[src/rtl/stream_slice_pkg.sv]
// stream_slice_pkg
//   Shared definitions for the stream slice pipeline:
//   - MODE_* constants selecting the slice flavour of every stage
//   - stage_state_e, the occupancy state of one stage
//   - level_width(), the width of the optional occupancy counter
//   - mode_supported(), used to reject unknown MODE values at elaboration

package stream_slice_pkg;

    localparam int MODE_NONE = 0;
    localparam int MODE_FWD  = 1;
    localparam int MODE_REV  = 2;
    localparam int MODE_LITE = 3;
    localparam int MODE_FULL = 7;

    typedef enum logic [1:0] {
        EMPTY = 2'd0,
        ONE   = 2'd1,
        TWO   = 2'd2
    } stage_state_e;

    // Wide enough for 0 .. 2*stages (MODE_FULL holds two beats per stage).
    function automatic int level_width(input int stages);
        return $clog2(2 * stages + 1);
    endfunction

    function automatic bit mode_supported(input int mode);
        return (mode == MODE_NONE) || (mode == MODE_FWD) || (mode == MODE_REV) ||
               (mode == MODE_LITE) || (mode == MODE_FULL);
    endfunction

endpackage

[src/rtl/stream_slice_stage.sv]
// stream_slice_stage
//   One valid/ready register slice. MODE selects the flavour:
//     MODE_FWD  : 1 entry, r_valid/r_data registered, w_ready = !full || r_ready
//     MODE_REV  : 1 skid entry, w_ready registered (= skid empty),
//                 data passes straight through while the skid is empty
//     MODE_LITE : 1 entry, all outputs registered, half throughput
//     MODE_FULL : 2 entries, all outputs registered, full throughput
//
//   state | meaning
//   ------+------------------------------------------------------------
//   EMPTY | no beat held
//   ONE   | one beat held in head_q (skid beat for MODE_REV)
//   TWO   | MODE_FULL only: head_q presented downstream, tail_q waiting
//
// Ports
//   clk, rst          : clock, synchronous active-high reset
//   flush             : synchronous discard of the held beats
//   w_valid/w_ready/w_data : upstream handshake
//   r_valid/r_ready/r_data : downstream handshake

module stream_slice_stage
    import stream_slice_pkg::*;
#(
    parameter int DATA_WIDTH = 32,
    parameter int MODE       = MODE_FULL
) (
    input  logic                  clk,
    input  logic                  rst,
    input  logic                  flush,
    input  logic                  w_valid,
    output logic                  w_ready,
    input  logic [DATA_WIDTH-1:0] w_data,
    output logic                  r_valid,
    input  logic                  r_ready,
    output logic [DATA_WIDTH-1:0] r_data
);

    stage_state_e          state_q;
    stage_state_e          state_d;
    logic [DATA_WIDTH-1:0] head_q;
    logic [DATA_WIDTH-1:0] tail_q;
    logic                  load_head;
    logic                  load_tail;
    logic                  head_from_tail;
    logic                  push;
    logic                  pop;

    always_ff @(posedge clk) begin
        if (rst || flush) begin
            state_q <= EMPTY;
        end else begin
            state_q <= state_d;
        end
    end

    // Payload registers carry no reset; the state register alone decides
    // whether their contents are meaningful.
    always_ff @(posedge clk) begin
        if (load_head) begin
            head_q <= w_data;
        end else if (head_from_tail) begin
            head_q <= tail_q;
        end
        if (load_tail) begin
            tail_q <= w_data;
        end
    end

    always_comb begin
        state_d        = state_q;
        load_head      = 1'b0;
        load_tail      = 1'b0;
        head_from_tail = 1'b0;
        push           = 1'b0;
        pop            = 1'b0;
        w_ready        = 1'b0;
        r_valid        = (state_q != EMPTY);
        r_data         = head_q;

        case (MODE)
            MODE_FWD: begin
                w_ready = (state_q == EMPTY) || r_ready;
                push    = w_valid && w_ready;
                pop     = r_valid && r_ready;
                if (push) begin
                    load_head = 1'b1;
                    state_d   = ONE;
                end else if (pop) begin
                    state_d = EMPTY;
                end
            end

            MODE_REV: begin
                w_ready = (state_q == EMPTY);
                if (state_q == EMPTY) begin
                    // The pass-through path is blocked during rst/flush so a
                    // beat the upstream side never handed over cannot leak out.
                    r_valid = w_valid && !rst && !flush;
                    r_data  = w_data;
                    if (w_valid && !r_ready) begin
                        load_head = 1'b1;
                        state_d   = ONE;
                    end
                end else if (r_ready) begin
                    state_d = EMPTY;
                end
            end

            MODE_LITE: begin
                w_ready = (state_q == EMPTY);
                if (state_q == EMPTY) begin
                    if (w_valid) begin
                        load_head = 1'b1;
                        state_d   = ONE;
                    end
                end else if (r_ready) begin
                    state_d = EMPTY;
                end
            end

            MODE_FULL: begin
                w_ready = (state_q != TWO);
                push    = w_valid && w_ready;
                pop     = r_valid && r_ready;
                case (state_q)
                    EMPTY: begin
                        if (push) begin
                            load_head = 1'b1;
                            state_d   = ONE;
                        end
                    end
                    ONE: begin
                        if (push && !pop) begin
                            load_tail = 1'b1;
                            state_d   = TWO;
                        end else if (pop && !push) begin
                            state_d = EMPTY;
                        end else if (push && pop) begin
                            load_head = 1'b1;
                        end
                    end
                    TWO: begin
                        if (pop) begin
                            head_from_tail = 1'b1;
                            state_d        = ONE;
                        end
                    end
                    default: begin
                        state_d = EMPTY;
                    end
                endcase
            end

            default: begin
            end
        endcase
    end

endmodule

[src/rtl/stream_slice_pipe.sv]
// stream_slice_pipe
//   Chain of STAGES stream_slice_stage instances between an upstream and a
//   downstream valid/ready interface. MODE_NONE degenerates to plain wires.
//
// Parameters
//   DATA_WIDTH : payload width (1..1024)
//   STAGES     : number of cascaded slices (1..8), ignored for MODE_NONE
//   MODE       : 0 none, 1 forward, 2 reverse, 3 lite, 7 full
//
// Ports
//   clk, rst          : clock, synchronous active-high reset
//   flush             : synchronous discard of all held beats
//   w_valid/w_ready/w_data : upstream handshake
//   r_valid/r_ready/r_data : downstream handshake
//   level             : beats held; present only when
//                       STREAM_SLICE_PIPE_LEVEL_EN is defined

module stream_slice_pipe
    import stream_slice_pkg::*;
#(
    parameter int DATA_WIDTH = 32,
    parameter int STAGES     = 2,
    parameter int MODE       = MODE_FULL
) (
    input  logic                             clk,
    input  logic                             rst,
    input  logic                             flush,
    input  logic                             w_valid,
    output logic                             w_ready,
    input  logic [DATA_WIDTH-1:0]            w_data,
    output logic                             r_valid,
    input  logic                             r_ready,
    output logic [DATA_WIDTH-1:0]            r_data
`ifdef STREAM_SLICE_PIPE_LEVEL_EN
    ,
    output logic [level_width(STAGES)-1:0]   level
`endif
);

    if (!mode_supported(MODE)) begin : g_bad_mode
        $fatal(1, "stream_slice_pipe: unsupported MODE %0d", MODE);
    end

    if ((DATA_WIDTH < 1) || (DATA_WIDTH > 1024) || (STAGES < 1) || (STAGES > 8)) begin : g_bad_size
        $fatal(1, "stream_slice_pipe: DATA_WIDTH %0d / STAGES %0d out of range",
               DATA_WIDTH, STAGES);
    end

    if (MODE == MODE_NONE) begin : g_wire
        logic unused_ctrl;
        assign unused_ctrl = ^{clk, rst, flush};
        assign r_valid     = w_valid;
        assign r_data      = w_data;
        assign w_ready     = r_ready;
`ifdef STREAM_SLICE_PIPE_LEVEL_EN
        assign level       = '0;
`endif
    end else begin : g_chain
        for (genvar i = 0; i < STAGES; i++) begin : g_stage
            logic                  in_valid;
            logic                  in_ready;
            logic [DATA_WIDTH-1:0] in_data;
            logic                  out_valid;
            logic                  out_ready;
            logic [DATA_WIDTH-1:0] out_data;

            if (i == 0) begin : g_head
                assign in_valid = w_valid;
                assign in_data  = w_data;
            end else begin : g_link
                assign in_valid = g_stage[i-1].out_valid;
                assign in_data  = g_stage[i-1].out_data;
            end

            if (i == STAGES - 1) begin : g_tail
                assign out_ready = r_ready;
            end else begin : g_back
                assign out_ready = g_stage[i+1].in_ready;
            end

            stream_slice_stage #(
                .DATA_WIDTH (DATA_WIDTH),
                .MODE       (MODE)
            ) u_stage (
                .clk     (clk),
                .rst     (rst),
                .flush   (flush),
                .w_valid (in_valid),
                .w_ready (in_ready),
                .w_data  (in_data),
                .r_valid (out_valid),
                .r_ready (out_ready),
                .r_data  (out_data)
            );
        end

        // The first stage is already empty in the cycle after rst, so only
        // the live rst/flush inputs have to hold w_ready low.
        assign w_ready = g_stage[0].in_ready && !rst && !flush;
        assign r_valid = g_stage[STAGES-1].out_valid;
        assign r_data  = g_stage[STAGES-1].out_data;

`ifdef STREAM_SLICE_PIPE_LEVEL_EN
        localparam int LW = level_width(STAGES);

        logic [LW-1:0] level_q;
        logic          up_xfer;
        logic          dn_xfer;

        assign up_xfer = w_valid && w_ready;
        assign dn_xfer = r_valid && r_ready;

        always_ff @(posedge clk) begin
            if (rst || flush) begin
                level_q <= '0;
            end else if (up_xfer && !dn_xfer) begin
                level_q <= level_q + LW'(1);
            end else if (dn_xfer && !up_xfer) begin
                level_q <= level_q - LW'(1);
            end
        end

        assign level = level_q;
`endif
    end

endmodule

[config.mk]
export PLATFORM = sky130hd
export DESIGN_NAME = stream_slice_pipe
export DESIGN_NICKNAME = d
export VERILOG_FILES = /design/src/rtl/stream_slice_pkg.sv /design/src/rtl/stream_slice_stage.sv /design/src/rtl/stream_slice_pipe.sv
export SDC_FILE = /design/constraint.sdc
export NUM_CORES = 1
export LEC_CHECK = 0
export BUFFER_PORTS_ARGS = -buffer_cell sky130_fd_sc_hd__buf_2
export CAP_MARGIN = 20
export CORE_UTILIZATION = 39
export CTS_CLUSTER_SIZE = 24
export DETAILED_ROUTE_END_ITERATION = 8
export SYNTH_ARGS = -nofsm -noshare
export SYNTH_HDL_FRONTEND = slang
export SYNTH_HIERARCHICAL = 1
export SYNTH_SLANG_ARGS = --single-unit
[constraint.sdc]
create_clock -name clk -period 10.5 [get_ports clk]
set_input_delay 0.525 -clock clk [delete_from_list [all_inputs] [get_ports clk]]
set_output_delay 0.525 -clock clk [all_outputs]
set_load 0.01 [all_outputs]
==> results.md, run 1 <==
- Post-CTS Setup Inserts: 0
- Synth top area cells: edfxtp_1, mux2_4, buf_12, dfxtp_1, mux2_2
- Total power: 1.17 mW
- Critical-path top delay cell: a211o_2
- Vias in the first global route: 2460
- Hold_ws: 0.312 ns
- GRT Util Overall: 0.119
- Min Tclk post-route: 2.70 ns
- DIE WIDTH: 118 microns
- GPL Wtd Cong: 0.649
- Final net count: 361
- Layout overhead on the synthesized area: 18.4%
- Syn Area/Cell: 21.7 sq um
- CTS tree: built
- VDD IR max: 0.107 mV
- Static leakage: 2.38 nW
- Drt pass-1 iters: 4
- Bufs on Longest Clock Path: 2
- FMAX: 370 MHz
- Synth Warn #: 6
- Mapped Cells: 241
- Pint: 0.943 mW
- Initial antenna violation count: 0
- Most used DFF post-synth: edfxtp_1
- Comb power frac: 0.050
- Antenna diodes: 0
- Finish-stage setup viols: 0
- Worst EP arrival: 2.70 ns
- Synth Cell Area: 5230 sq um
- Async S/R FF share, synth: 0
- Resized cells post-CTS: 0
- MaxCap Viol Count: 0
- WP buf/inv: 1
- Routed WL per cell: 14.9 microns
- Post-DP HPWL: 4780 microns
- Slew Limit Fails: 0
- CP Class: flop to flop
- Die area: 13900 sq um
- Switching fraction of total power: 0.192
- Clock skew: 0.00734 ns
- IO Port Bufs: 70
- P_sw: 0.225 mW
- FP Rows: 41
- Iter 0 DRT Violations: 87
- Crit-path cells: nand2b_1, inv_2, a211o_2, o21ai_4
- Drt via density: 4.54
- Delay-heaviest family, CP: compound AO/OA/AOI/OAI gates
- Post-route ant nets: 0
- Hold_buf cts: 0
- Final hold violations: 0
- H-tree Lvls: 4
- Clk pwr share: 0.433
- Initial Util: 0.408
- Fin crit share: 0.257
- Clock Tree Root: clkbuf_16
- Rel. slew slack: 0.301
- Clock sinks: 132
- Fin Setup TNS: 0 ns
- RSZ-0062 raised after global routing: no
- Post-synth EDFFs: 128
- Count leader, synth: edfxtp_1
- Post-synth top area share: 0.735
- Proportion of layout cells with a drive suffix above 1: 0.503
- Global-route wire length before repair: 12300 microns
- Overflow after GRT: 0
- Synth cell count leaders: edfxtp_1, mux2_4, and2_1, buf_12, mux2_2
- Core box area: 12800 sq um
- Routed WL: 7520 microns
- Yosys reg bits: 132
- Worst EP required: 10.50 ns
- Hold Crit Class: input port to flop
- Pwr/cell area: 188 nW/um^2
- Skew-Pair Late Insertion Delay: 0.40 ns
- I/O pin cnt: 71
- Distinct cells, synth: 21
- CTS Buf Count: 17
- Status: completed
- Synth area leader: edfxtp_1
- Largest net degree at the start of global routing: 34
- Vias: 2287
- Least-Margin Pin Slew: 1.05 ns
- CP Capture Type: flop
- Max incr delay on CP: 0.85 ns
- Startpoint types: flop
- Syn Nets: 280
- Fin cells: 504
- Flop pwr share: 0.517
- Worst-path clk slew: 0.05 ns
- Cell total after placement: 475
- Die height: 118 microns
- Seq/Total Area, Yosys: 0.750
- Residual DRC: 0
- Critical path fanouts, max: 33
flip-flops by register name, summed over array words and instances, names as in the netlist:
signal	flops
g_chain.g_stage.u_stage/r_data	64
g_chain.g_stage.u_stage/state_q	4
g_chain.g_stage.u_stage/tail_q	64
metrics by stage:
step / setup slack, ns / util / cell area, sq um
floorplan: 7.10 / - / 5230
global placement: 7.94 / 0.444 / 5700
detailed placement: 7.81 / 0.444 / 5700
CTS: 7.76 / 0.483 / 6200
global route: 7.58 / 0.483 / 6200
finish: 7.80 / 0.483 / 6200
per-layer routing:
metal	GRT usage	up-vias	wire length [microns]
met5	0	-	0
met4	0.0601	0	152
met3	0.0426	17	312
met2	0.199	56	3790
met1	0.132	1107	3270
li1	-	1107	-
layout make-up:
cell class / instances / area, sq um
Tap cell: 172 / 215
Clock buffer: 19 / 433
Sequential cell: 132 / 3920
Fill cell: 1101 / 6630
Inverter: 4 / 15.0
Multi-Input combinational cell: 97 / 1190
Clock inverter: 10 / 68.8
Timing Repair Buffer: 70 / 350
placed cells by master, fill, tap and decap left out, types with 4 or more instances in the layout:
| cell | n |
|---|---|
| clkbuf_16 | 17 |
| nand2_1 | 4 |
| mux2_4 | 58 |
| clkinv_1 | 5 |
| dfxtp_1 | 4 |
| edfxtp_1 | 128 |
| buf_2 | 70 |
| and2_1 | 6 |
| nor3_1 | 4 |
| clkinv_2 | 4 |
| mux2_2 | 6 |
power by group through the flow:
stage | Sequential [mW] | Clock [mW] | Combinational [mW]
finish | 0.604 | 0.506 | 0.0580
detailed placement | 0.615 | 0 | 0.0590
CTS | 0.604 | 0.519 | 0.0592
floorplan | 0.616 | 0 | 0.0416
global placement | 0.614 | 0 | 0.0579
global route | 0.606 | 0.540 | 0.0628
worst paths after layout:
path | start | end | slack (ns) | cells after the start
hold reg to reg | g_chain.g_stage[0].u_stage/r_data[5] | g_chain.g_stage[1].u_stage/tail_q[5] | 0.45 | 0
setup / recovery | g_chain.g_stage[1].u_stage/state_q[1] | g_chain.g_stage[0].u_stage/r_data[2] | 7.80 | 4
hold / removal | w_data[10] | g_chain.g_stage[0].u_stage/tail_q[10] | 0.31 | 1
setup reg to reg | g_chain.g_stage[1].u_stage/state_q[1] | g_chain.g_stage[0].u_stage/r_data[2] | 7.80 | 4
cells by family after synthesis:
kind of cell / share of synthesized area
DFF: 0.750
buffers and inverters: 0.0301
muxes: 0.179
adders and majority gates: 0.00478
AOI/OAI and AO/OA: 0.0110
and+or+nand+nor: 0.0249
Note: power is estimated with default switching activity, not from simulation.
==> run 2: changes to the inputs <==
==> constraint.sdc (replaced) <==
create_clock -name clk -period 2.2 [get_ports clk]
set_input_delay 0.11 -clock clk [delete_from_list [all_inputs] [get_ports clk]]
set_output_delay 0.11 -clock clk [all_outputs]
set_load 0.01 [all_outputs]
==> run 2 against run 1 <==
- cell count grew 8.3%
- utilization grew 3.9 points
- register-to-register slack lost 7.6 ns
- largest power group unchanged
==> results.md, run 2 (synthesis gave the netlist of run 1 again) <==
- Layout overhead on the synthesized area: 28.0% (was 18.4%)
- FMAX: 490 MHz (was 370 MHz)
- Finish-stage setup viols: 0 (unchanged)
- Rel. slew slack: 0.306 (was 0.301)
- Proportion of layout cells with a drive suffix above 1: 0.479 (was 0.503)
- Comb power frac: 0.055 (was 0.050)
- Max incr delay on CP: 0.43 ns (was 0.85 ns)
- Clock skew: 0.00825 ns (was 0.00734 ns)
- Pint: 4.90 mW (was 0.943 mW)
- Worst slack, placed: 0.179 ns (was 7.81 ns)
- Post-DP HPWL: 5110 microns (was 4780 microns)
- Static leakage: 2.61 nW (was 2.38 nW)
- P_sw: 1.12 mW (was 0.225 mW)
- Slew Limit Fails: 0 (unchanged)
- Core Util, Final: 0.522 (was 0.483)
- Vias: 2463 (was 2287)
- IO Port Bufs: 70 (unchanged)
- Least-Margin Pin Slew: 1.04 ns (was 1.05 ns)
- Worst EP required: 2.35 ns (was 10.50 ns)
- FP Rows: 41 (unchanged)
- Critical-path top delay cell: dfxtp_1 (was a211o_2)
- Post-route ant nets: 0 (unchanged)
- Critical path fanouts, max: 21 (was 33)
- Worst-path clk slew: 0.05 ns (about the same)
- Commonest non-fill, non-tap cell in the layout: edfxtp_1 (unchanged)
- DIE WIDTH: 118 microns (unchanged)
- Bufs on Longest Clock Path: 2 (unchanged)
- Crit-path cells: nand2b_1, inv_2, a211o_2, buf_4, mux2_4 (was nand2b_1, inv_2, a211o_2, o21ai_4)
- Switching fraction of total power: 0.186 (was 0.192)
- Commonest cells after routing, fill and taps aside: edfxtp_1, buf_2, mux2_4 (unchanged)
- Hold Startpoint: rst (was w_data[10])
- Die area: 13900 sq um (unchanged)
- Critical Path Source: g_chain.g_stage[1].u_stage/state_q[0] (was g_chain.g_stage[1].u_stage/state_q[1])
- Worst setup margin: 0.160 ns (was 7.80 ns)
- Hold Crit Class: input port to flop (unchanged)
- Residual DRC: 0 (unchanged)
- I/O pin cnt: 71 (unchanged)
- Overflow after GRT: 0 (unchanged)
- Antenna diodes: 0 (unchanged)
- GRT Util Overall: 0.125 (was 0.119)
- Die height: 118 microns (unchanged)
- Iter 0 DRT Violations: 131 (was 87)
- Clk pwr share: 0.467 (was 0.433)
- MaxCap Viol Count: 0 (unchanged)
- CP Capture Type: flop (unchanged)
- Final net count: 400 (was 361)
- Largest net degree at the start of global routing: 33 (was 34)
- Global-route wire length before repair: 12900 microns (was 12300 microns)
- Worst EP arrival: 2.19 ns (was 2.70 ns)
- Hold_ws: 0.0543 ns (was 0.312 ns)
- Status: completed (unchanged)
- Initial antenna violation count: 0 (unchanged)
- Fin Setup TNS: 0 ns (unchanged)
- Clock Tree Root: clkbuf_16 (unchanged)
- CP Class: flop to flop (unchanged)
- R2R Setup Slk: 0.16 ns (was 7.80 ns)
- CTS Buf Count: 17 (unchanged)
- Startpoint types: flop (unchanged)
- CTS tree: built (unchanged)
- RSZ-0062 raised after global routing: no (unchanged)
- Min Tclk post-route: 2.04 ns (was 2.70 ns)
- Pwr/cell area: 898 nW/um^2 (was 188 nW/um^2)
- Routed WL per cell: 14.4 microns (was 14.9 microns)
- Core box area: 12800 sq um (unchanged)
- Routed WL: 7870 microns (was 7520 microns)
- Drt pass-1 iters: 4 (unchanged)
- H-tree Lvls: 4 (unchanged)
- Clock sinks: 132 (unchanged)
- Vias in the first global route: 2567 (was 2460)
- Reg-to-reg critical path startpoint: g_chain.g_stage[1].u_stage/state_q[0] (was g_chain.g_stage[1].u_stage/state_q[1])
- Drt via density: 4.51 (was 4.54)
- Final hold violations: 0 (unchanged)
- Resized cells post-CTS: 0 (unchanged)
- Initial Util: 0.408 (unchanged)
- Flop pwr share: 0.479 (was 0.517)
- Fin crit share: 0.927 (was 0.257)
- Skew-Pair Late Insertion Delay: 0.40 ns (about the same)
- VDD IR max: 0.570 mV (was 0.107 mV)
- GPL Wtd Cong: 0.703 (was 0.649)
[run 2: final cells by class]
| class | instances | area (sq um) |
|---|---|---|
| repair buffers | 109 | 761 |
| fillers | 1071 | 6120 |
| flip-flops and latches | 132 | 3920 |
| multi-input cells | 97 | 1190 |
| well taps | 172 | 215 |
| clock inverters | 15 | 169 |
| clock buffers | 17 | 425 |
| inverters | 4 | 15.0 |
[run 2: critical path: cells and delay by family, from the launching register on]
| kind | cells | cell delay [ns] |
|---|---|---|
| AND/OR/NAND/NOR | 1 | 0.27 |
| buffers and inverters | 2 | 0.36 |
| multiplexers | 1 | 0.34 |
| AO/OA/AOI/OAI | 1 | 0.38 |
| flip-flops | 1 | 0.43 |
[run 2: power groups by stage]
stage / Clock, mW / Sequential, mW / Combinational (mW)
after floorplan: 0 / 2.93 / 0.200
after global placement: 0 / 2.93 / 0.284
after detailed placement: 0 / 2.93 / 0.290
after CTS: 2.87 / 2.88 / 0.335
after global routing: 2.98 / 2.89 / 0.355
final: 2.81 / 2.88 / 0.330
[run 2: metrics by stage]
| stage | area (sq um) | cells | power, mW |
|---|---|---|---|
| after global routing | 6700 | 546 | 6.23 |
| after detailed placement | 5790 | 482 | 3.22 |
| final | 6700 | 546 | 6.02 |
| after CTS | 6700 | 546 | 6.09 |
| after global placement | 5790 | 482 | 3.21 |
| after floorplan | 5250 | 241 | 3.13 |
[run 2: metal layers]
layer | track usage | up-vias | share of wire
li1 | - | 1188 | -
met1 | 0.131 | 1198 | 0.41
met2 | 0.219 | 65 | 0.52
met3 | 0.0460 | 12 | 0.051
met4 | 0.0601 | 0 | 0.015
met5 | 0 | - | 0
[run 2: final timing paths]
path / cells past startpoint / to
worst max register to register: 5 / g_chain.g_stage[0].u_stage/r_data[25]
worst min-delay path: 3 / g_chain.g_stage[0].u_stage/state_q[1]
worst max-delay path: 5 / g_chain.g_stage[0].u_stage/r_data[25]
worst min register to register: 0 / g_chain.g_stage[1].u_stage/tail_q[19]
[run 2: repair_timing]
action	in CTS	in global routing
setup buffers	0	0
hold buffers	32	0
hold endpoints to repair	32	0
